$ cat src/rtl/matrix_pkg.sv
// Shared definitions for the matrix streaming blocks: default geometry,
// the transpose FSM state encoding and a flat-buffer index helper.
package matrix_pkg;

  localparam int MATRIX_DATA_WIDTH = 9;
  localparam int MATRIX_MAX_DIM    = 5;
  localparam int MATRIX_DIM_W      = 3;

  typedef enum logic [1:0] {
    ST_IDLE  = 2'd0,
    ST_LOAD  = 2'd1,
    ST_DRAIN = 2'd2
  } mt_state_e;

  // Row-major position of [row][col] in a square buffer of side 'stride'.
  function automatic int flat_index(input int row, input int col, input int stride);
    return row * stride + col;
  endfunction

endpackage

$ cat src/rtl/rc_counter.sv
// Two-level index counter: col runs 0..col_lim-1, then wraps and advances row.
// 'last' flags the final position of the row_lim x col_lim walk.
module rc_counter
  import matrix_pkg::*;
#(
  parameter int DIM_W = MATRIX_DIM_W
) (
  input  logic             clk,
  input  logic             reset_n,
  input  logic             clr,
  input  logic             en,
  input  logic [DIM_W-1:0] row_lim,
  input  logic [DIM_W-1:0] col_lim,
  output logic [DIM_W-1:0] row,
  output logic [DIM_W-1:0] col,
  output logic             last
);

  logic col_wrap;

  assign col_wrap = (col == col_lim - DIM_W'(1));
  assign last     = col_wrap && (row == row_lim - DIM_W'(1));

  always_ff @(posedge clk or negedge reset_n) begin
    if (!reset_n) begin
      row <= '0;
      col <= '0;
    end else if (clr) begin
      row <= '0;
      col <= '0;
    end else if (en) begin
      if (col_wrap) begin
        col <= '0;
        row <= last ? '0 : row + DIM_W'(1);
      end else begin
        col <= col + DIM_W'(1);
      end
    end
  end

endmodule

$ cat src/rtl/matrix_transpose_stream.sv
// Streaming matrix transpose: loads an r x c row-major stream into a register
// buffer, then replays it column-major as a c x r row-major stream.
//
//   state    | meaning
//   ---------+---------------------------------------------------------
//   ST_IDLE  | waiting for a start with in-range dimensions
//   ST_LOAD  | accepting r*c source elements into the buffer
//   ST_DRAIN | emitting transposed elements through the output register
module matrix_transpose_stream
  import matrix_pkg::*;
#(
  parameter int DATA_WIDTH = MATRIX_DATA_WIDTH,
  parameter int MAX_DIM    = MATRIX_MAX_DIM,
  parameter int DIM_W      = MATRIX_DIM_W
) (
  input  logic                  clk,
  input  logic                  reset_n,
  input  logic                  start,
  input  logic                  abort,
  input  logic [DIM_W-1:0]      r_in,
  input  logic [DIM_W-1:0]      c_in,
  input  logic                  in_valid,
  output logic                  in_ready,
  input  logic [DATA_WIDTH-1:0] in_data,
  output logic                  out_valid,
  input  logic                  out_ready,
  output logic [DATA_WIDTH-1:0] out_data,
  output logic                  out_last,
  output logic [DIM_W-1:0]      r_out,
  output logic [DIM_W-1:0]      c_out,
  output logic                  busy,
  output logic                  err
);

  localparam int DEPTH = MAX_DIM * MAX_DIM;
  localparam int IDX_W = (DEPTH > 1) ? $clog2(DEPTH) : 1;

  mt_state_e state_q, state_d;

  logic [DIM_W-1:0]      r_q, c_q;
  logic [DATA_WIDTH-1:0] buf_q [DEPTH];

  logic [DIM_W-1:0] ld_row, ld_col, dr_row, dr_col;
  logic             ld_last, dr_last;
  logic [IDX_W-1:0] wr_idx, rd_idx;

  logic dims_ok, start_acc, start_rej;
  logic in_fire, out_fire, out_load;

  assign dims_ok = (r_in != '0) && (r_in <= DIM_W'(MAX_DIM)) &&
                   (c_in != '0) && (c_in <= DIM_W'(MAX_DIM));

  // Abort outranks everything, so every qualifier below is gated by it.
  assign start_acc = (state_q == ST_IDLE) && start && !abort && dims_ok;
  assign start_rej = (state_q == ST_IDLE) && start && !abort && !dims_ok;
  assign in_fire   = (state_q == ST_LOAD) && in_valid && !abort;
  assign out_fire  = out_valid && out_ready && !abort;

  // Reload the output register when it is empty (first drain cycle) or when
  // a non-final element leaves it.
  assign out_load = (state_q == ST_DRAIN) && !abort &&
                    (!out_valid || (out_ready && !out_last));

  always_ff @(posedge clk or negedge reset_n) begin
    if (!reset_n) begin
      state_q <= ST_IDLE;
    end else begin
      state_q <= state_d;
    end
  end

  always_comb begin
    state_d = state_q;
    if (abort) begin
      state_d = ST_IDLE;
    end else begin
      case (state_q)
        ST_IDLE:  if (start_acc) state_d = ST_LOAD;
        ST_LOAD:  if (in_fire && ld_last) state_d = ST_DRAIN;
        ST_DRAIN: if (out_fire && out_last) state_d = ST_IDLE;
        default:  state_d = ST_IDLE;
      endcase
    end
  end

  always_comb begin
    in_ready = 1'b0;
    busy     = 1'b0;
    case (state_q)
      ST_LOAD: begin
        in_ready = 1'b1;
        busy     = 1'b1;
      end
      ST_DRAIN: busy = 1'b1;
      default: begin
        in_ready = 1'b0;
        busy     = 1'b0;
      end
    endcase
  end

  always_ff @(posedge clk or negedge reset_n) begin
    if (!reset_n) begin
      r_q <= '0;
      c_q <= '0;
      err <= 1'b0;
    end else begin
      err <= start_rej;
      if (start_acc) begin
        r_q <= r_in;
        c_q <= c_in;
      end
    end
  end

  assign r_out = c_q;
  assign c_out = r_q;

  // Load walk: row over r, col over c.
  rc_counter #(.DIM_W(DIM_W)) u_load_idx (
    .clk     (clk),
    .reset_n (reset_n),
    .clr     (start_acc || abort),
    .en      (in_fire),
    .row_lim (r_q),
    .col_lim (c_q),
    .row     (ld_row),
    .col     (ld_col),
    .last    (ld_last)
  );

  // Drain walk: row is the source column i (over c), col is the source row j
  // (over r), so j runs fastest.
  rc_counter #(.DIM_W(DIM_W)) u_drain_idx (
    .clk     (clk),
    .reset_n (reset_n),
    .clr     (start_acc || abort),
    .en      (out_load),
    .row_lim (c_q),
    .col_lim (r_q),
    .row     (dr_row),
    .col     (dr_col),
    .last    (dr_last)
  );

  assign wr_idx = IDX_W'(flat_index(int'(ld_row), int'(ld_col), MAX_DIM));
  assign rd_idx = IDX_W'(flat_index(int'(dr_col), int'(dr_row), MAX_DIM));

  always_ff @(posedge clk) begin
    if (in_fire) begin
      buf_q[wr_idx] <= in_data;
    end
  end

  always_ff @(posedge clk or negedge reset_n) begin
    if (!reset_n) begin
      out_valid <= 1'b0;
      out_last  <= 1'b0;
      out_data  <= '0;
    end else if (abort) begin
      out_valid <= 1'b0;
      out_last  <= 1'b0;
    end else if (out_load) begin
      out_valid <= 1'b1;
      out_last  <= dr_last;
      out_data  <= buf_q[rd_idx];
    end else if (out_fire) begin
      out_valid <= 1'b0;
      out_last  <= 1'b0;
    end
  end

endmodule

$ cat config.mk
export PLATFORM = sky130hd
export DESIGN_NAME = matrix_transpose_stream
export DESIGN_NICKNAME = d
export VERILOG_FILES = /design/src/rtl/matrix_pkg.sv /design/src/rtl/rc_counter.sv /design/src/rtl/matrix_transpose_stream.sv
export SDC_FILE = /design/constraint.sdc
export NUM_CORES = 1
export LEC_CHECK = 0
export ABC_AREA = 1
export BUFFER_PORTS_ARGS = -buffer_cell sky130_fd_sc_hd__buf_2
export CAP_MARGIN = 40
export CELL_PAD_IN_SITES_DETAIL_PLACEMENT = 2
export CELL_PAD_IN_SITES_GLOBAL_PLACEMENT = 2
export CORE_ASPECT_RATIO = 2
export CORE_UTILIZATION = 37
export DETAILED_ROUTE_END_ITERATION = 10
export MAX_ROUTING_LAYER = met4
export PLACE_DENSITY_LB_ADDON = 0.1
export SETUP_SLACK_MARGIN = 0.05
export SLEW_MARGIN = 10
export SYNTH_ARGS = -nofsm -noshare
export SYNTH_HDL_FRONTEND = slang
export SYNTH_SLANG_ARGS = --single-unit
$ cat constraint.sdc
create_clock -name clk -period 3.4 [get_ports clk]
set_input_delay 0.68 -clock clk [delete_from_list [all_inputs] [get_ports clk]]
set_output_delay 0.68 -clock clk [all_outputs]
set_load 0.02 [all_outputs]
==> results of run 1 <==
-- worst reg2reg max path, delay by kind of cell (launching register included) --
| kind | cells | cell delay, ns |
|---|---|---|
| buffers and inverters | 2 | 0.33 |
| adders and majority gates | 3 | 1.08 |
| DFF | 1 | 0.44 |
| xor gates and xnor gates | 1 | 0.27 |
| and+or+nand+nor | 3 | 0.65 |
-- where the power goes --
part | internal, uW | switching (uW) | total [uW] | leakage (uW)
registers | 3600 | 188 | 3790 | 0.00243
clock network | 1770 | 1220 | 3000 | 0.000420
logic | 1060 | 2620 | 3670 | 0.00279
-- final cells by class --
cell class | count | share of cell area [%]
Tap cell | 418 | 3.90
Clock buffer | 33 | 5.04
Sequential cell | 257 | 56.4
Clock inverter | 11 | 1.36
Timing Repair Buffer | 87 | 4.71
Inverter | 133 | 3.74
Multi-Input combinational cell | 706 | 24.8
-- registers in the layout (all words and copies together) (netlist names) --
signal / count
out_valid: 1
u_drain_idx.row: 3
u_drain_idx.col: 3
out_last: 1
r_out: 3
c_out: 3
u_load_idx.row: 3
buf_q: 225
u_load_idx.col: 3
state_q: 2
err: 1
out_data: 9
-- through the flow --
step	setup slack, ns	hold WS [ns]	total power, uW	util, %
floorplan	0.246	0.384	6040	-
global route	0.171	0.383	11000	43.4
global placement	0.443	0.487	7510	40.5
finish	0.337	0.369	10500	43.4
CTS	0.337	0.353	10600	43.4
detailed placement	0.369	0.497	7620	40.6
-- worst max path at each step --
stage                     slack [ns]               from  cells past startpoint            to
final                           0.34  u_load_idx.row[0]                      9  buf_q[15][8]
after global routing            0.17  u_load_idx.row[0]                     11  buf_q[15][6]
after CTS                       0.34  u_load_idx.row[0]                      9  buf_q[15][8]
after detailed placement        0.37  u_load_idx.row[0]                      9  buf_q[14][7]
after global placement          0.44  u_load_idx.row[0]                     11  buf_q[12][5]
after floorplan                 0.25  u_load_idx.row[0]                      6  buf_q[24][0]
-- placed cells by master, fill, tap and decap left out, types with 2 or more instances in the layout --
master,n
nand2_1,309
nor2_1,111
o21ai_0,43
inv_2,2
o211ai_1,3
buf_12,6
fa_1,2
clkinv_1,2
buf_2,40
a21oi_1,21
or2_2,2
o21ai_1,2
inv_1,128
clkbuf_16,25
xor2_1,6
dfrtp_1,32
edfxtp_1,225
bufinv_16,5
clkbuf_8,2
nand4_1,3
nand2_2,3
nand3_1,166
ha_1,23
clkbuf_1,6
buf_4,40
clkinv_2,5
-- repair_timing --
action,CTS,global route
endpoints found under the hold margin,2,0
gates resized for setup,0,0
hold buffers,1,0
-- cells by family (layout without fill, tap and decap cells) --
kind of cell / after synthesis / after routing / synth area share, %
AND/OR/NAND/NOR: 598 / 598 / 21.4
flip-flops: 257 / 257 / 65.1
buffers and inverters: 177 / 264 / 6.38
AO/OA/AOI/OAI: 73 / 73 / 3.29
adder cells (fa/ha/maj): 27 / 27 / 3.04
XOR/XNOR: 8 / 8 / 0.765
-- metal layers --
metal  GRT usage [%]  share of wire (%)  vias up
met1            23.4                 33     4414
li1                -                  -     3910
met3            1.84                2.0       84
met2            51.7                 59      162
met5               -                  0        -
met4            14.7                5.9        0
==> summary.md, run 1 <==
| Metric | Value |
|---|---|
| Sink Count | 257 |
| Fin area | 0.0134 mm^2 |
| Detailed placement HPWL | 27.3 mm |
| Row cnt | 91 |
| Yosys top cell area share | 58.2% |
| Worst-Margin Slew | 0.753 ns |
| CP Capture Type | flop |
| Initial DRC Count | 411 |
| CTS clk-pin slew, worst paths | 0.07 ns |
| Pin count of the biggest net entering global routing | 58 |
| Final hold vios | 0 |
| Min-Delay Path Depth | 3 |
| Net Count, Synth | 1,188 |
| Via density | 5.21 |
| Hold WC Path Type | input port to flop |
| Pwr Density | 780 mW/mm^2 |
| Maximum vdd drop | 418 uV |
| Final ANT Viol Nets | 0 |
| Max-Cap Viols | 0 |
| Most area-consuming cells after synthesis | edfxtp_1 58%, nand2_1 10%, nand3_1 7.2% |
| DRC viols | 0 |
| Pins Over Slew Limit | 0 |
| Syn Area/Cell | 10.2 um^2 |
| Setup Buffers After CTS | 0 |
| FF/Latch Area | 0.00756 mm^2 |
| CP peak stage delay | 0.44 ns |
| RR Endpoint | buf_q[15][8] |
| Synth unique cells | 34 |
| Buf/Inv on CP | 2 |
| R2r startpoint | u_load_idx.row[0] |
| Die Width | 127 um |
| Level count of the clock H-tree | 1 |
| Die H | 252 um |
| RSZ-0062 raised after global routing | no |
| Total CTS buffers | 24 |
| Boundary Pins | 41 |
| Fillers | 3,304 |
| CTS tree | built |
| Multi-input gate area | 0.00333 mm^2 |
| Area grow syn2layout | 15.5% |
| Yosys reg bits | 257 |
| PortBufs | 40 |
| Critical path class | flop to flop |
| Post-synthesis cell count | 1,140 |
| Slowest-stage cell, CP | dfrtp_1 |
| FFs w/ async S/R, synth | 12.5% |
| Core area | 0.0309 mm^2 |
| Synth warn | 0 |
| Placed Cells | 1,600 |
| Maximum root-to-sink buffer count | 3 |
| Max FO, Critical Path | 9 |
| Final Critical Period | 3.06 ns |
| Main flop type after synthesis | edfxtp_1 |
| Synth area leader | edfxtp_1 |
| Overall via count from detail_route | 8,570 |
| Die area | 0.0321 mm^2 |
| Placed cell areas | 0.0125 mm^2 |
| Fmax | 0.326 GHz |
| Worst-path cell chain | ha_1, ha_1, fa_1, xor2_1, inv_1, nor2_1, nand2_1, nor2_1, buf_4 |
| Antenna violations before repair | 0 |
| EDFF count, synth | 225 |
| Critical path arrival | 3.31 ns |
| # setup viols final | 0 |
| Crit path max-delay family | adder cells |
| Root buffer cell | clkbuf_16 |
| WL final | 38.6 mm |
| GRT overflow | 0 |
| Initial core utilization | 37.6% |
| Final nets | 1,257 |
| Period Utilization, post-route | 90.1% |
| Layout cells sized above 1 | 11.2% |
| Sequential area share after synthesis | 65.1% |
| Final Non-Filler Cells | 1,645 |
| Drt wl/cell | 23.5 um |
| Gr usage total | 25.9% |
| Status | finished, final reports clean |
| CP required | 3.64 ns |
| Hold wc startpoint | r_in[0] |
| Pre-Repair DR Iteration Count | 4 |
| Vias in the first global route | 9,589 |
| Synth top cells by count | 309 x nand2_1, 225 x edfxtp_1, 166 x nand3_1 |
| Flop2flop setup slack | 0.34 ns |
| Global placement routability congestion | 0.812 |
| Setup TNS Final | 0 ns |
| Most numerous cell in the Yosys netlist | nand2_1 |
| Hold Path End | c_out[0] |
| Skew final | 0.0127 ns |
| Leakage | 0.00564 uW |
| N_diodes | 0 |
| Post-Syn Area | 0.0116 mm^2 |
| Worst-case reg-to-reg path depth | 9 |
| CP startpoint kind | flop |
| Worst-Skew Late Latency | 0.54 ns |
| First-pass GRT wire length | 57.9 mm |
| Slew headroom | 49.8% |
No activity file was read; power rests on OpenSTA's default activity.
==> run 2: changes to the inputs <==
--- a/config.mk
+++ b/config.mk
@@ -8,10 +8,11 @@
 export ABC_AREA = 1
 export BUFFER_PORTS_ARGS = -buffer_cell sky130_fd_sc_hd__buf_2
 export CAP_MARGIN = 40
-export CELL_PAD_IN_SITES_DETAIL_PLACEMENT = 2
-export CELL_PAD_IN_SITES_GLOBAL_PLACEMENT = 2
+export CELL_PAD_IN_SITES_DETAIL_PLACEMENT = 1
+export CELL_PAD_IN_SITES_GLOBAL_PLACEMENT = 1
 export CORE_ASPECT_RATIO = 2
-export CORE_UTILIZATION = 37
+export CORE_MARGIN = 2
+export CORE_UTILIZATION = 44
 export DETAILED_ROUTE_END_ITERATION = 10
 export MAX_ROUTING_LAYER = met4
 export PLACE_DENSITY_LB_ADDON = 0.1
==> run 2 against run 1 <==
Fmax is 2.2% higher. Global-route usage is 0.072 points lower. Clock skew is 0.0021 ns lower. Combinational power decreased by 4%. Utilization up 6.8 points. Clock power shrank 12%. Largest power group unchanged.
==> summary.md, run 2 (synthesis results as in run 1) <==
| Metric | Value |
|---|---|
| CTS Hold Bufs | 1 |
| Via density | 5.26 |
| Slowest-stage cell, CP | fa_1 |
| Final nets | 1,252 |
| Final hold vios | 0 |
| Critical path class | flop to flop |
| Root buffer cell | clkbuf_16 |
| Max-Cap Viols | 0 |
| Pins Over Slew Limit | 0 |
| Overall via count from detail_route | 8,232 |
| Pre-Repair DR Iteration Count | 4 |
| RR Endpoint | out_data[7] |
| Commonest non-fill, non-tap cell in the layout | nand2_1 |
| Setup Buffers After CTS | 0 |
| Level count of the clock H-tree | 1 |
| Total CTS buffers | 23 |
| Largest register FFs | 225 |
| Reg with most FFs | buf_q |
| Maximum root-to-sink buffer count | 3 |
| CP Capture Type | flop |
| Max FO, Critical Path | 14 |
| Boundary Pins | 41 |
| Row cnt | 84 |
| Worst-path cell chain | ha_1, ha_1, inv_1, fa_1, xor2_4, buf_4, nand3_1, a21oi_1, a21oi_1 |
| Largest regs | buf_q: 225 flops, out_data: 9 flops |
| Leakage | 0.00556 uW |
| Final Critical Period | 3.00 ns |
| Flop2flop setup slack | 0.40 ns |
| Layout cells sized above 1 | 10.7% |
| Vias in the first global route | 8,843 |
| RSZ-0062 raised after global routing | no |
| GRT overflow | 0 |
| Commonest non-fill, non-tap cells in the layout | 309 x nand2_1, 225 x edfxtp_1, 166 x nand3_1 |
| Critical path arrival | 3.41 ns |
| WL final | 33.9 mm |
| Buf/Inv on CP | 2 |
| Placed Cells | 1,522 |
| Hold WC Path Type | input port to flop |
| Slew headroom | 54.1% |
| Initial core utilization | 44.3% |
| Setup TNS Final | 0 ns |
| First-pass GRT wire length | 51.7 mm |
| Sink Count | 257 |
| CP peak stage delay | 0.51 ns |
| Global placement routability congestion | 0.888 |
| Critical Path Stages | 9 |
| Crit path max-delay family | adder cells |
| Termination of the worst setup path | out_data[7] |
| CP startpoint kind | flop |
| Die Width | 119 um |
| Die area | 0.0278 mm^2 |
| Pin count of the biggest net entering global routing | 109 |
| CTS resizes | 0 |
| CTS tree | built |
| PortBufs | 40 |
| R2r startpoint | u_drain_idx.col[0] |
| Fillers | 2,897 |
| Worst-case reg-to-reg path depth | 9 |
| Skew final | 0.0106 ns |
| CTS clk-pin slew, worst paths | 0.07 ns |
| Pwr Density | 756 mW/mm^2 |
| N_diodes | 0 |
| Detailed placement HPWL | 23.5 mm |
| Worst-Skew Late Latency | 0.53 ns |
| Final ANT Viol Nets | 0 |
| Die H | 234 um |
| CP required | 3.81 ns |
| Drt wl/cell | 21.6 um |
| Antenna violations before repair | 0 |
| Core area | 0.0262 mm^2 |
| Critical Path Source | u_drain_idx.col[0] |
| Final Non-Filler Cells | 1,564 |
| # setup viols final | 0 |
| Status | finished, final reports clean |
| Fmax | 0.334 GHz |
| Maximum vdd drop | 634 uV |
| DRC viols | 0 |
| Period Utilization, post-route | 88.1% |
| Area grow syn2layout | 13.3% |
| Worst-Margin Slew | 0.688 ns |
| Gr usage total | 25.8% |
| Initial DRC Count | 462 |
run 2: cell types whose count changed in the layout (fill, tap and decap cells not counted):
cell	change
bufinv_16	-3
buf_12	-2
inv_4	+1
buf_4	-2
clkinv_1	+3
clkbuf_1	-2
inv_6	+1
clkbuf_16	-1
clkinv_2	-2
run 2: area by class of cell:
class                      count  area, um^2  share of cell area (%)
multi-input combinational    706        3330                    25.3
tap                          344         430                    3.27
clock buffer                  30         643                    4.89
timing repair buffer          83         576                    4.38
sequential                   257        7560                    57.5
clock inverter                11         109                   0.828
inverter                     133         502                    3.82
run 2: layer usage:
metal / part of all wire [%] / vias to the layer above / GRT usage, %
li1: - / 3902 / -
met5: 0 / - / -
met3: 4.1 / 90 / 2.54
met1: 33 / 4046 / 25.0
met4: 5.2 / 0 / 12.6
met2: 58 / 194 / 50.2
run 2: per-stage QoR:
stage	total power [uW]	instance area [um^2]	worst slack [ns]	hold WS (ns)	util, %
6_report	9940	13100	0.403	0.385	50.2
5_1_grt	10500	13100	0.216	0.404	50.2
4_1_cts	10100	13100	0.372	0.361	50.2
3_5_place_dp	7400	12400	0.373	0.501	47.3
3_3_place_gp	7350	12400	0.464	0.494	47.2
2_1_floorplan	6040	11600	0.246	0.384	-
run 2: worst min-delay path by stage:
stage	slack (ns)	cells after the start	from	to
2_1_floorplan	0.38	0	reset_n	c_out[0]
3_3_place_gp	0.49	2	state_q[0]	state_q[0]
3_5_place_dp	0.50	2	state_q[1]	state_q[1]
4_1_cts	0.36	3	c_in[0]	r_out[0]
5_1_grt	0.40	3	r_in[0]	c_out[0]
6_report	0.38	3	c_in[0]	r_out[0]
run 2: power by group:
part           internal (uW)  switching, uW  total [uW]
Clock                   1490           1160        2650
Combinational           1020           2510        3520
Sequential              3600            171        3770
Total                   6110           3830        9940
run 2: worst min-delay path, cell delays in order:
cell and delay [ns]:
buf_2 0.09, nand2_1 0.04, o21ai_0 0.06
==> run 3: changes to the inputs <==
--- a/config.mk
+++ b/config.mk
@@ -6,15 +6,15 @@
 export NUM_CORES = 1
 export LEC_CHECK = 0
 export ABC_AREA = 1
+export ABC_CLOCK_PERIOD_IN_PS = 3400
 export BUFFER_PORTS_ARGS = -buffer_cell sky130_fd_sc_hd__buf_2
-export CAP_MARGIN = 40
+export CAP_MARGIN = 20
 export CELL_PAD_IN_SITES_DETAIL_PLACEMENT = 1
 export CELL_PAD_IN_SITES_GLOBAL_PLACEMENT = 1
 export CORE_ASPECT_RATIO = 2
 export CORE_MARGIN = 2
 export CORE_UTILIZATION = 44
 export DETAILED_ROUTE_END_ITERATION = 10
-export MAX_ROUTING_LAYER = met4
 export PLACE_DENSITY_LB_ADDON = 0.1
 export SETUP_SLACK_MARGIN = 0.05
 export SLEW_MARGIN = 10
==> run 3 against run 2 <==
Sequential share of layout area is essentially flat. Fmax rose by 0.23%. Sequential power hardly changed. Highest routed layer unchanged. Largest power group unchanged. Register-to-register slack about the same.
==> summary.md, run 3 (synthesis results as in run 1) <==
| Metric | Value |
|---|---|
| Status | finished, final reports clean |
| Leakage | 0.00556 uW |
| Maximum vdd drop | 827 uV |
| Largest register FFs | 225 |
| CP startpoint kind | flop |
| Sink Count | 257 |
| Pins Over Slew Limit | 0 |
| CTS Hold Bufs | 0 |
| Critical path class | flop to flop |
| Final ANT Viol Nets | 0 |
| Core area | 0.0262 mm^2 |
| CTS clk-pin slew, worst paths | 0.07 ns |
| Final nets | 1,250 |
| RSZ-0062 raised after global routing | no |
| N_diodes | 0 |
| Initial core utilization | 44.3% |
| Total CTS buffers | 23 |
| Setup Buffers After CTS | 0 |
| First-pass GRT wire length | 51.7 mm |
| Initial DRC Count | 411 |
| Final Critical Period | 2.99 ns |
| Hold WC Path Type | input port to asynchronous set/reset pin |
| Drt wl/cell | 21.6 um |
| Die H | 234 um |
| Worst-case reg-to-reg path depth | 9 |
| Pre-Repair DR Iteration Count | 5 |
| Largest regs | buf_q: 225 flops, out_data: 9 flops |
| Via density | 5.30 |
| Die Width | 119 um |
| Vias in the first global route | 8,883 |
| PortBufs | 40 |
| Final Non-Filler Cells | 1,563 |
| Area grow syn2layout | 13.3% |
| Setup TNS Final | 0 ns |
| GRT overflow | 0 |
| Die area | 0.0278 mm^2 |
| Max-Cap Viols | 0 |
| CTS resizes | 0 |
| Critical path arrival | 3.41 ns |
| Pin count of the biggest net entering global routing | 109 |
| Max FO, Critical Path | 14 |
| Fmax | 0.334 GHz |
| DRC viols | 0 |
| Hold slack | 0.260 ns |
| Gr usage total | 25.1% |
| Commonest non-fill, non-tap cells in the layout | 309 x nand2_1, 225 x edfxtp_1, 166 x nand3_1 |
| Layout cells sized above 1 | 10.8% |
| Level count of the clock H-tree | 1 |
| CP Capture Type | flop |
| Placed Cells | 1,521 |
| Final hold vios | 0 |
| Slew headroom | 43.4% |
| Period Utilization, post-route | 87.9% |
| Root buffer cell | clkbuf_16 |
| Overall via count from detail_route | 8,291 |
| Detailed placement HPWL | 23.5 mm |
| Skew final | 0.0174 ns |
| Antenna violations before repair | 0 |
| CP required | 3.82 ns |
| Commonest non-fill, non-tap cell in the layout | nand2_1 |
| Worst-Margin Slew | 0.850 ns |
| Boundary Pins | 41 |
| Global placement routability congestion | 0.874 |
| Worst-Skew Late Latency | 0.53 ns |
| Maximum root-to-sink buffer count | 3 |
| # setup viols final | 0 |
| CTS tree | built |
| WL final | 33.7 mm |
| Row cnt | 84 |
| Reg with most FFs | buf_q |
| Pwr Density | 762 mW/mm^2 |
[run 3: changes by cell type in the layout (fill, tap and decap cells not counted)]
| cell | change |
|---|---|
| clkinv_2 | +1 |
| inv_4 | -1 |
| dlygate4sd3_1 | -1 |
| bufinv_16 | +1 |
| clkinv_1 | -3 |
| clkbuf_1 | +1 |
| clkinvlp_4 | +2 |
| clkinv_4 | +1 |
| clkbuf_8 | -1 |
| buf_12 | -1 |
[run 3: worst paths after layout]
path	from	end	slack (ns)
hold reg to reg	state_q[1]	state_q[1]	0.51
setup / recovery	u_drain_idx.col[0]	out_data[7]	0.41
hold / removal	reset_n	state_q[1]	0.26
setup reg to reg	u_drain_idx.col[0]	out_data[7]	0.41
max in group asynchronous	reset_n	u_load_idx.row[2]	2.60
min in group clk	c_in[0]	r_out[0]	0.39
[run 3: power by group]
part           switching [uW]  internal, uW
registers                 175          3600
clock network            1170          1550
logic                    2500          1010
total                    3850          6170
[run 3: per-layer routing]
| layer | wire length [um] | part of all wire, % | global-route usage (%) | vias to the layer above |
|---|---|---|---|---|
| li1 | - | - | - | 3905 |
| met1 | 11600 | 34 | 25.5 | 4131 |
| met2 | 19300 | 57 | 49.5 | 172 |
| met3 | 962 | 2.9 | 2.42 | 83 |
| met4 | 1900 | 5.6 | 13.7 | 0 |
| met5 | 0 | 0 | 0 | - |
[run 3: area by class of cell]
class / instances / area [um^2]
inverter: 133 / 502
tap: 344 / 430
fill: 2895 / 13000
clock inverter: 12 / 150
clock buffer: 30 / 633
timing repair buffer: 81 / 546
sequential: 257 / 7560
multi-input combinational: 706 / 3330
[run 3: through the flow]
stage / cell area [um^2] / util (%) / setup WS [ns] / power (uW)
floorplan: 11600 / - / 0.246 / 6040
global placement: 12400 / 47.2 / 0.464 / 7350
detailed placement: 12400 / 47.2 / 0.374 / 7400
CTS: 13100 / 50.2 / 0.380 / 10100
global route: 13100 / 50.2 / 0.213 / 10600
finish: 13100 / 50.2 / 0.410 / 10000
[run 3: worst max-delay path, stage by stage (launching register included)]
cell     delay, ns
dfrtp_1       0.47
ha_1          0.33
ha_1          0.30
inv_1         0.06
fa_1          0.50
xor2_4        0.49
buf_4         0.26
nand3_1       0.15
a21oi_1       0.21
a21oi_1       0.09
